--- config.mk ---
export PLATFORM = sky130hd
export DESIGN_NAME = adder_ctrl_slave
export DESIGN_NICKNAME = d
export VERILOG_FILES = /design/src/rtl/adder_ctrl_slave.sv
export SDC_FILE = /design/constraint.sdc
export NUM_CORES = 1
export LEC_CHECK = 0
export CAP_MARGIN = 20
export CELL_PAD_IN_SITES_DETAIL_PLACEMENT = 2
export CELL_PAD_IN_SITES_GLOBAL_PLACEMENT = 2
export CORE_MARGIN = 2
export CORE_UTILIZATION = 30
export CTS_BUF_LIST = sky130_fd_sc_hd__clkbuf_8 sky130_fd_sc_hd__clkbuf_16
export DETAILED_ROUTE_END_ITERATION = 7
export MAX_ROUTING_LAYER = met4
export PLACE_DENSITY = 0.79
export SYNTH_ARGS = -nofsm -noshare
export SYNTH_HDL_FRONTEND = slang
export SYNTH_SLANG_ARGS = --single-unit
--- constraint.sdc ---
create_clock -name clock -period 2.8 [get_ports clock]
set_clock_uncertainty 0.05 [all_clocks]
set_input_delay 0.42 -clock clock [delete_from_list [all_inputs] [get_ports clock]]
set_output_delay 0.42 -clock clock [all_outputs]
set_load 0.02 [all_outputs]
--- src/rtl/adder_ctrl_slave.sv ---
// AXI-Lite control slave for a simple two-operand kernel: holds the operand
// registers, exposes ap_start/ap_done/ap_idle handshakes and captures the result.
module adder_ctrl_slave #(
    parameter  int AXI_ADDR_BITS = 6,
    parameter  int AXI_DATA_BITS = 32,
    localparam int AXI_STRB_BITS = AXI_DATA_BITS / 8
) (
    input  logic                     clock,
    input  logic                     reset,
    input  logic                     s_axi_control_AWVALID,
    output logic                     s_axi_control_AWREADY,
    input  logic [AXI_ADDR_BITS-1:0] s_axi_control_AWADDR,
    input  logic                     s_axi_control_WVALID,
    output logic                     s_axi_control_WREADY,
    input  logic [AXI_DATA_BITS-1:0] s_axi_control_WDATA,
    input  logic [AXI_STRB_BITS-1:0] s_axi_control_WSTRB,
    output logic                     s_axi_control_BVALID,
    input  logic                     s_axi_control_BREADY,
    output logic [1:0]               s_axi_control_BRESP,
    input  logic                     s_axi_control_ARVALID,
    output logic                     s_axi_control_ARREADY,
    input  logic [AXI_ADDR_BITS-1:0] s_axi_control_ARADDR,
    output logic                     s_axi_control_RVALID,
    input  logic                     s_axi_control_RREADY,
    output logic [AXI_DATA_BITS-1:0] s_axi_control_RDATA,
    output logic [1:0]               s_axi_control_RRESP,
    output logic                     ap_start,
    input  logic                     ap_done,
    input  logic                     ap_idle,
    output logic [AXI_DATA_BITS-1:0] arg_a,
    output logic [AXI_DATA_BITS-1:0] arg_b,
    input  logic [AXI_DATA_BITS-1:0] result,
    input  logic                     result_vld
);

    localparam logic [AXI_ADDR_BITS-1:0] ADDR_CTRL   = AXI_ADDR_BITS'(8'h00);
    localparam logic [AXI_ADDR_BITS-1:0] ADDR_ARG_A  = AXI_ADDR_BITS'(8'h10);
    localparam logic [AXI_ADDR_BITS-1:0] ADDR_ARG_B  = AXI_ADDR_BITS'(8'h18);
    localparam logic [AXI_ADDR_BITS-1:0] ADDR_RESULT = AXI_ADDR_BITS'(8'h20);

    typedef enum logic [1:0] {W_IDLE, W_DATA, W_RESP} wstate_e;
    typedef enum logic       {R_IDLE, R_DATA}         rstate_e;

    wstate_e                  wstate_q, wstate_d;
    rstate_e                  rstate_q, rstate_d;
    logic [AXI_ADDR_BITS-1:0] awaddr_q, awaddr_d;
    logic [AXI_DATA_BITS-1:0] arg_a_q, arg_a_d;
    logic [AXI_DATA_BITS-1:0] arg_b_q, arg_b_d;
    logic [AXI_DATA_BITS-1:0] result_q, result_d;
    logic [AXI_DATA_BITS-1:0] rdata_q, rdata_d;
    logic [AXI_DATA_BITS-1:0] rd_mux;
    logic                     start_q, start_d;
    logic                     done_q, done_d;
    logic                     w_hs, ar_hs;

    function automatic logic [AXI_DATA_BITS-1:0] strb_merge(
        input logic [AXI_DATA_BITS-1:0] old_v,
        input logic [AXI_DATA_BITS-1:0] new_v,
        input logic [AXI_STRB_BITS-1:0] strb
    );
        logic [AXI_DATA_BITS-1:0] m;
        m = old_v;
        for (int b = 0; b < AXI_STRB_BITS; b++)
            if (strb[b]) m[b*8 +: 8] = new_v[b*8 +: 8];
        return m;
    endfunction

    assign w_hs  = (wstate_q == W_DATA) && s_axi_control_WVALID;
    assign ar_hs = (rstate_q == R_IDLE) && s_axi_control_ARVALID;

    always_comb begin
        wstate_d = wstate_q;
        awaddr_d = awaddr_q;
        case (wstate_q)
            W_IDLE: if (s_axi_control_AWVALID) begin
                wstate_d = W_DATA;
                awaddr_d = s_axi_control_AWADDR;
            end
            W_DATA: if (s_axi_control_WVALID) wstate_d = W_RESP;
            W_RESP: if (s_axi_control_BREADY) wstate_d = W_IDLE;
            default: wstate_d = W_IDLE;
        endcase
    end

    // Register file updates; unmapped and read-only targets simply fall through.
    always_comb begin
        arg_a_d  = arg_a_q;
        arg_b_d  = arg_b_q;
        start_d  = start_q;
        result_d = result_vld ? result : result_q;
        if (w_hs && awaddr_q == ADDR_ARG_A)
            arg_a_d = strb_merge(arg_a_q, s_axi_control_WDATA, s_axi_control_WSTRB);
        if (w_hs && awaddr_q == ADDR_ARG_B)
            arg_b_d = strb_merge(arg_b_q, s_axi_control_WDATA, s_axi_control_WSTRB);
        if (ap_done) start_d = 1'b0;
        // A start request on the same edge as ap_done must not be lost.
        if (w_hs && awaddr_q == ADDR_CTRL && s_axi_control_WSTRB[0] && s_axi_control_WDATA[0])
            start_d = 1'b1;
    end

    always_comb begin
        rd_mux = '0;
        case (s_axi_control_ARADDR)
            ADDR_CTRL: begin
                rd_mux[0] = start_q;
                rd_mux[1] = done_q | ap_done;
                rd_mux[2] = ap_idle;
            end
            ADDR_ARG_A:  rd_mux = arg_a_q;
            ADDR_ARG_B:  rd_mux = arg_b_q;
            ADDR_RESULT: rd_mux = result_q;
            default:     rd_mux = '0;
        endcase
    end

    always_comb begin
        rstate_d = rstate_q;
        rdata_d  = rdata_q;
        done_d   = done_q | ap_done;
        case (rstate_q)
            R_IDLE: if (s_axi_control_ARVALID) begin
                rstate_d = R_DATA;
                rdata_d  = rd_mux;
            end
            R_DATA: if (s_axi_control_RREADY) rstate_d = R_IDLE;
            default: rstate_d = R_IDLE;
        endcase
        // The CTRL read already reported a coincident ap_done, so clearing is safe.
        if (ar_hs && s_axi_control_ARADDR == ADDR_CTRL) done_d = 1'b0;
    end

    always_ff @(posedge clock or negedge reset) begin
        if (!reset) begin
            wstate_q <= W_IDLE;
            rstate_q <= R_IDLE;
            awaddr_q <= '0;
            arg_a_q  <= '0;
            arg_b_q  <= '0;
            result_q <= '0;
            rdata_q  <= '0;
            start_q  <= 1'b0;
            done_q   <= 1'b0;
        end else begin
            wstate_q <= wstate_d;
            rstate_q <= rstate_d;
            awaddr_q <= awaddr_d;
            arg_a_q  <= arg_a_d;
            arg_b_q  <= arg_b_d;
            result_q <= result_d;
            rdata_q  <= rdata_d;
            start_q  <= start_d;
            done_q   <= done_d;
        end
    end

    assign s_axi_control_AWREADY = (wstate_q == W_IDLE);
    assign s_axi_control_WREADY  = (wstate_q == W_DATA);
    assign s_axi_control_BVALID  = (wstate_q == W_RESP);
    assign s_axi_control_BRESP   = 2'b00;
    assign s_axi_control_ARREADY = (rstate_q == R_IDLE);
    assign s_axi_control_RVALID  = (rstate_q == R_DATA);
    assign s_axi_control_RDATA   = rdata_q;
    assign s_axi_control_RRESP   = 2'b00;
    assign ap_start              = start_q;
    assign arg_a                 = arg_a_q;
    assign arg_b                 = arg_b_q;

endmodule

==> run_results.csv, run 1 <==
group,metric,value,unit
floorplanning,die_x,151.8,um
pwr,intPower,0.004461,W
pwr,switching_power,0.001926,W
clock_tree,h-tree-depth,4,
critical_path,critPathArrivalTime,2.59,ns
pwr,power_frac_comb,23.7,%
critical_path,r2r_start,"awaddr_q[1]$_DFFE_PN0P_",
route,viasPerCell,5.258,
layout,fin_cells,1011,
timing,fin_tns_setup,0,ns
critical_path,end_kind,"flop",
timing,max_slew_margin,40.38,%
timing,finalSetupViolCount,0,
logic_synthesis,post_synth.cell_area_avg,12.40,um2
layout,final_common_cell,"clkdlybuf4s50_1",
route,drc_errors,0,
pwr,p_clk_share,36.8,%
place,gp_congestion,0.8357,
timing,max_slew.worst_pin.slew,0.8944,ns
global_route,busiest_layer,"met2",
global_route,met1_usage,25.87,%
global_route,antenna_found_initial,0,
global_route,grt_max_degree,69,
timing,min_period_over_period,83.48,%
critical_path,slowest_stage,"nor4_4",
floorplanning,initial_core_util,30.33,%
layout,final_cell_mix,"clkdlybuf4s50_1, dfrtp_1, mux2_2, and3b_1",
layout,drive_gt1_share,22.98,%
critical_path,critPathMaxFanout,9,
place,hpwl,16950,um
logic_synthesis,ys_top_cells_by_area,"dfrtp_1, mux2_2, and3b_1",
timing,hold_slack,0.4532,ns
critical_path,crit_type,"reg2reg",
critical_path,crit_chain,"or4_1 > buf_4 > nor4_4 > mux2_2",
floorplanning,rows,54,
logic_synthesis,yosys_warnings,0,
timing,finalCriticalPeriod,2.338,ns
clock_tree,clk_pin_slew,0.06,ns
global_route,grt.met2_usage,36.66,%
logic_synthesis,synth_cell_types,34,
place,dp_cells,978,
critical_path,max_stage_delay,0.60,ns
route,num_vias,5316,
layout,fin_nets,808,
floorplanning,core,21620,um2
hold_path,holdCritStartpoint,"result_q[0]$_DFFE_PN0P_",
timing,drv_slew,0,
critical_path,startpoint,"awaddr_q[1]$_DFFE_PN0P_",
clock_tree,cts_tree,"done",
route,drt_iter0_drc,234,
pwr,ir_drop,0.0004243,V
logic_synthesis,ys_async_sr_fraction,100.0,%
logic_synthesis,netlist_area,6558,um2
run,drv_cap,0,
logic_synthesis,netlist.area_leader.share,53.04,%
timing,finalHoldViolCount,0,
pwr,power_density,677.3,nW/um2
clock_tree,postCtsSetupBuffers,0,
layout,finalCoreUtilization,43.62,%
route,firstDrtPassIters,4,
critical_path,cp-start-kind,"flop",
global_route,grt_util_met3,3.851,%
place,port_buffers,191,
global_route,grt_pass1_wl,37350,um
global_route,grt_pass1_vias,6171,
critical_path,crit_required,3.06,ns
layout,num-fill-cells,2180,
pwr,seq_power_share,39.5,%
logic_synthesis,synth_edf_count,0,
route,wl_per_cell,23.74,um
status,status,"finished clean",
pwr,total_power,0.006387,W
route,routed_wl,24000,um
global_route,grt.total_usage,21.57,%
floorplanning,die_height,151.8,um
timing,rsz0062_at_grt,"no",
floorplanning,die-area,23060,um2
pwr,swShare,30.16,%
logic_synthesis,ys.flop_type,"dfrtp_1",
global_route,overflow,0,
layout,multi_input_area,2877,um2
clock_tree,cts_root_buffer,"clkbuf_16",
clock_tree,clk-insertion-delay-late,0.42,ns
clock_tree,cts_inserted_buffers,17,
logic_synthesis,yosysTopAreaCell,"dfrtp_1",
hold_path,hold_class,"reg2reg",
logic_synthesis,ys_ff_latch,139,
clock_tree,cts.path.max_buffers,2,
pwr,p_leak,4.109,nW
timing,fmax,0.4278,GHz
critical_path,crit_family,"simple AND/OR/NAND/NOR gates",
floorplanning,boundaryPins,196,
logic_synthesis,synth-seq-area-share,53.04,%
layout,syn2layout_area_growth,43.81,%
route,drtAntennaViolNets,0,
clock_tree,clkSinkCount,139,
layout,ff_latch_area,3478,um2
critical_path,crit_buf_inv,1,
layout,n_antenna_cell,0,
logic_synthesis,synthCells,529,
==> final timing paths <==
kind,to,slack [ns],depth (start not counted)
max in group asynchronous,s_axi_control_RDATA[19]$_DFFE_PN0N_,1.42,3
hold reg to reg,result_q[0]$_DFFE_PN0P_,0.45,1
setup / recovery,arg_a[5]$_DFFE_PN0P_,0.46,4
setup reg to reg,arg_a[5]$_DFFE_PN0P_,0.46,4
hold / removal,result_q[0]$_DFFE_PN0P_,0.45,1
min in group asynchronous,arg_b[6]$_DFFE_PN0P_,0.49,2
==> layer usage <==
| layer | routed length [um] | part of all wire (%) | vias to the layer above |
|---|---|---|---|
| li1 | - | - | 2332 |
| met1 | 10190 | 42 | 2787 |
| met2 | 12390 | 52 | 154 |
| met3 | 881 | 3.7 | 43 |
| met4 | 544 | 2.3 | 0 |
| met5 | 0 | 0 | - |
==> final cells by class <==
class	count	area share (%)
inverters	9	0.3582
well taps	280	3.715
flip-flops and latches	139	36.88
repair buffers	212	22.09
clock inverters	14	1.791
clock buffers	18	4.657
multi-input cells	339	30.50
==> power by group through the flow <==
stage	clock network (W)	logic, W	registers, W
detailed placement	0	0.00152	0.00255
global placement	0	0.00146	0.00252
finish	0.00235	0.00151	0.00252
floorplan	0	0.000516	0.00270
global route	0.00247	0.00161	0.00256
CTS	0.00239	0.00154	0.00252
==> cell families (layout without fill, tap and decap cells) <==
logic type	count (synthesis)	count (layout)	share of synthesized area, %
AO/OA/AOI/OAI	102	102	10.91
AND/OR/NAND/NOR	128	128	14.50
other	1	4	0.05719
buffers and inverters	54	253	3.473
flip-flops	139	139	53.04
multiplexers	105	105	18.01
==> sequential cells by signal, summed over array words and instances, names as in the netlist <==
| signal | count |
|---|---|
| ap_start | 1 |
| arg_a | 32 |
| arg_b | 32 |
| awaddr_q | 6 |
| done_q | 1 |
| result_q | 32 |
| s_axi_control_RDATA | 32 |
| s_axi_control_RVALID | 1 |
| wstate_q | 2 |
==> synth_stat cells, types with 4 or more instances <==
cell        n
a22oi_1    31
a31oi_1     4
a32oi_1    30
and2_1      5
and3b_1    59
buf_1       5
buf_4       4
clkbuf_1   33
dfrtp_1   139
inv_1       9
mux2_2    102
nand2_1    29
nand2b_1    4
nand3_1     6
nor2_1      8
nor3_4      4
nor4_4      4
o21ai_0    31
==> worst reg2reg max path: stages, from the launching register on <==
cell	delay, ns
dfrtp_1	0.37
or4_1	0.52
buf_4	0.24
nor4_4	0.61
mux2_2	0.43
==> repair_timing <==
action	4_1_cts	5_1_grt
hold endpoints to repair	53	0
hold buffers	1	0
gates resized for setup	0	0
==> metrics by stage <==
step | setup slack, ns | cell area [um2]
finish | 0.4625 | 9430
global route | 0.3913 | 9430
CTS | 0.4771 | 9430
detailed placement | 0.3707 | 8812
global placement | 0.4297 | 8812
floorplan | 0.7787 | 6569
Note: power is estimated with default switching activity, not from simulation.
==> run 2, diff against run 1 <==
- CORE_UTILIZATION: 30 -> 27
- PLACE_DENSITY: 0.79 -> 0.75
- clock period: 2.8 -> 1.9 ns (I/O delays scaled with it)
==> run 2 against run 1 <==
The flow now finishes with violations (setup timing). Largest cell class unchanged. Global-route usage decreased by 0.89 points. Flip-flop and latch count unchanged. Sequential power increased by 50%. Clock-buffer cell count decreased by 1. Critical endpoint is now arg_a[28]$_DFFE_PN0P_. Core utilization decreased by 1.8 points. Combinational power increased by 70%. Sequential share of layout area decreased by 2.4 points. Total power increased by 53%. Critical path type unchanged.
==> run_results.csv, run 2 (synthesized netlist as in run 1, its figures left out) <==
group,metric,value,unit
status,status,"finished with violations",
status,failed_checks,"setup timing",
timing,finalHoldViolCount,0,
critical_path,end_kind,"flop",
clock_tree,clk_pin_slew,0.06,ns
pwr,swShare,30.43,%
pwr,p_leak,4.392,nW
route,drt-met1-wl,11240,um
route,drt_iter0_drc,288,
timing,max_slew_margin,65.32,%
route,dr_wl_met3,1169,um
timing,fin_tns_setup,-9.127,ns
critical_path,timing.rr.end,"arg_a[28]$_DFFE_PN0P_",
timing,min_period_over_period,111.5,%
route,viasPerCell,5.037,
timing,fmax,0.4719,GHz
timing,max_slew.worst_pin.slew,0.5203,ns
critical_path,startpoint,"awaddr_q[0]$_DFFE_PN0P_",
route,top_layer_used,"met4",
route,firstDrtPassIters,5,
floorplanning,die-area,25550,um2
run,drv_cap,0,
critical_path,timing.reg2reg.setup_slack,-0.22,ns
floorplanning,core,24110,um2
clock_tree,h-tree-depth,4,
floorplanning,boundaryPins,196,
floorplanning,die_x,159.8,um
critical_path,critPathArrivalTime,2.37,ns
route,drtAntennaViolNets,0,
timing,rsz0062_at_grt,"yes",
pwr,p_clk_share,35.2,%
clock_tree,cts_tree,"done",
route,routed_wl,25610,um
route,wl_per_cell,23.56,um
place,gp_congestion,0.8396,
pwr,power_frac_comb,26.2,%
clock_tree,cts_inserted_buffers,17,
place,pre_cts_slack,-0.2950,ns
critical_path,crit_required,2.15,ns
global_route,antenna_found_initial,0,
global_route,overflow,0,
layout,stdcell_area,10070,um2
clock_tree,clkSinkCount,139,
critical_path,cp-start-kind,"flop",
floorplanning,initial_core_util,27.20,%
timing,hold_slack,0.2863,ns
place,port_buffers,191,
layout,drive_gt1_share,26.47,%
place,hpwl,17780,um
pwr,ir_drop,0.0005526,V
pwr,intPower,0.006802,W
route,num_vias,5475,
critical_path,reg2reg_depth,5,
global_route,grt.total_usage,20.69,%
global_route,grt_max_degree,65,
route,drc_errors,0,
layout,final_cell_mix,"clkdlybuf4s50_1, dfrtp_1, and3b_1, mux2_4, mux2_2",
floorplanning,rows,57,
layout,final_common_cell,"clkdlybuf4s50_1",
clock_tree,clk-insertion-delay-late,0.42,ns
floorplanning,die_height,159.8,um
pwr,switching_power,0.002975,W
timing,finalCriticalPeriod,2.119,ns
layout,n_antenna_cell,0,
critical_path,crit_type,"reg2reg",
layout,syn2layout_area_growth,53.64,%
pwr,seq_power_share,38.6,%
hold_path,hold_class,"in2async",
global_route,grt_pass1_wl,39400,um
global_route,grt_pass1_vias,6276,
clock_tree,cts_root_buffer,"clkbuf_16",
timing,drv_slew,0,
critical_path,r2r_start,"awaddr_q[0]$_DFFE_PN0P_",
timing,finalSetupViolCount,64,
pwr,power_density,970.5,nW/um2
critical_path,critPathMaxFanout,8,
layout,fin_nets,840,
timing,fin_ws,-0.2189,ns
route,met2WireLength,12870,um
clock_tree,cts.path.max_buffers,2,
place,place_area,9131,um2
-- run 2: cell types whose count changed in the layout (fill, tap and decap cells not counted), sizes merged --
cell,delta
buf,+31
clkbuf,-1
clkinvlp,-1
dlygate4sd2,+3
clkinv,+2
or4,+1
dlymetal6s2s,+1
clkdlybuf4s50,-4
-- run 2: stage by stage --
| stage | std cells | total power [W] | util [%] |
|---|---|---|---|
| floorplan | 532 | 0.004752 | - |
| global placement | 1045 | 0.005953 | 37.88 |
| detailed placement | 1045 | 0.006083 | 37.88 |
| CTS | 1084 | 0.009767 | 41.38 |
| global route | 1087 | 0.01018 | 41.79 |
| finish | 1087 | 0.009777 | 41.79 |
-- run 2: how the worst max path moves through the flow --
stage | endpoint | slack, ns | cells after the start
2_1_floorplan | arg_a[10]$_DFFE_PN0P_ | -0.12 | 4
5_1_grt | arg_a[28]$_DFFE_PN0P_ | -0.26 | 5
3_5_place_dp | arg_a[19]$_DFFE_PN0P_ | -0.30 | 6
6_report | arg_a[28]$_DFFE_PN0P_ | -0.22 | 5
3_3_place_gp | arg_a[17]$_DFFE_PN0P_ | -0.22 | 6
4_1_cts | arg_a[23]$_DFFE_PN0P_ | -0.17 | 4
-- run 2: routing by layer --
layer | vias to the layer above | track usage [%]
met3 | 23 | 4.390
li1 | 2411 | -
met1 | 2862 | 25.78
met2 | 179 | 34.20
met4 | 0 | 5.610
met5 | - | -
-- run 2: cell type report --
| cell class | count | area, um2 |
|---|---|---|
| inverters | 9 | 33.78 |
| well taps | 324 | 405.4 |
| clock buffers | 17 | 425.4 |
| repair buffers | 243 | 2456 |
| multi-input cells | 340 | 3102 |
| fillers | 2478 | 14030 |
| clock inverters | 15 | 173.9 |
| flip-flops and latches | 139 | 3478 |
-- run 2: timing repair --
action / in CTS / in global routing
endpoints found under the setup margin: 67 / 65
gates resized for setup: 51 / 21
hold buffers: 1 / 0
setup buffers: 5 / 3
endpoints found under the hold margin: 35 / 0
pin swaps: 3 / 4
gates cloned: 1 / 0
-- run 2: power groups by stage --
stage                     Clock (W)  Sequential (W)  Combinational (W)
after floorplan                   0         0.00398           0.000770
after global placement            0         0.00374            0.00221
after detailed placement          0         0.00379            0.00230
after CTS                   0.00351         0.00376            0.00249
after global routing        0.00364         0.00382            0.00272
final                       0.00344         0.00377            0.00256
-- run 2: worst max-delay path: stages, from the launching register on --
cell	delay (ns)
dfrtp_1	0.40
or4_4	0.63
buf_6	0.16
nor4_4	0.21
buf_6	0.21
mux2_4	0.33
==> run 3, diff against run 2 <==
- CAP_MARGIN: 20 -> default
==> results of run 3 <==
No change in the layout: final DEF, timing and power equal those of run 2.
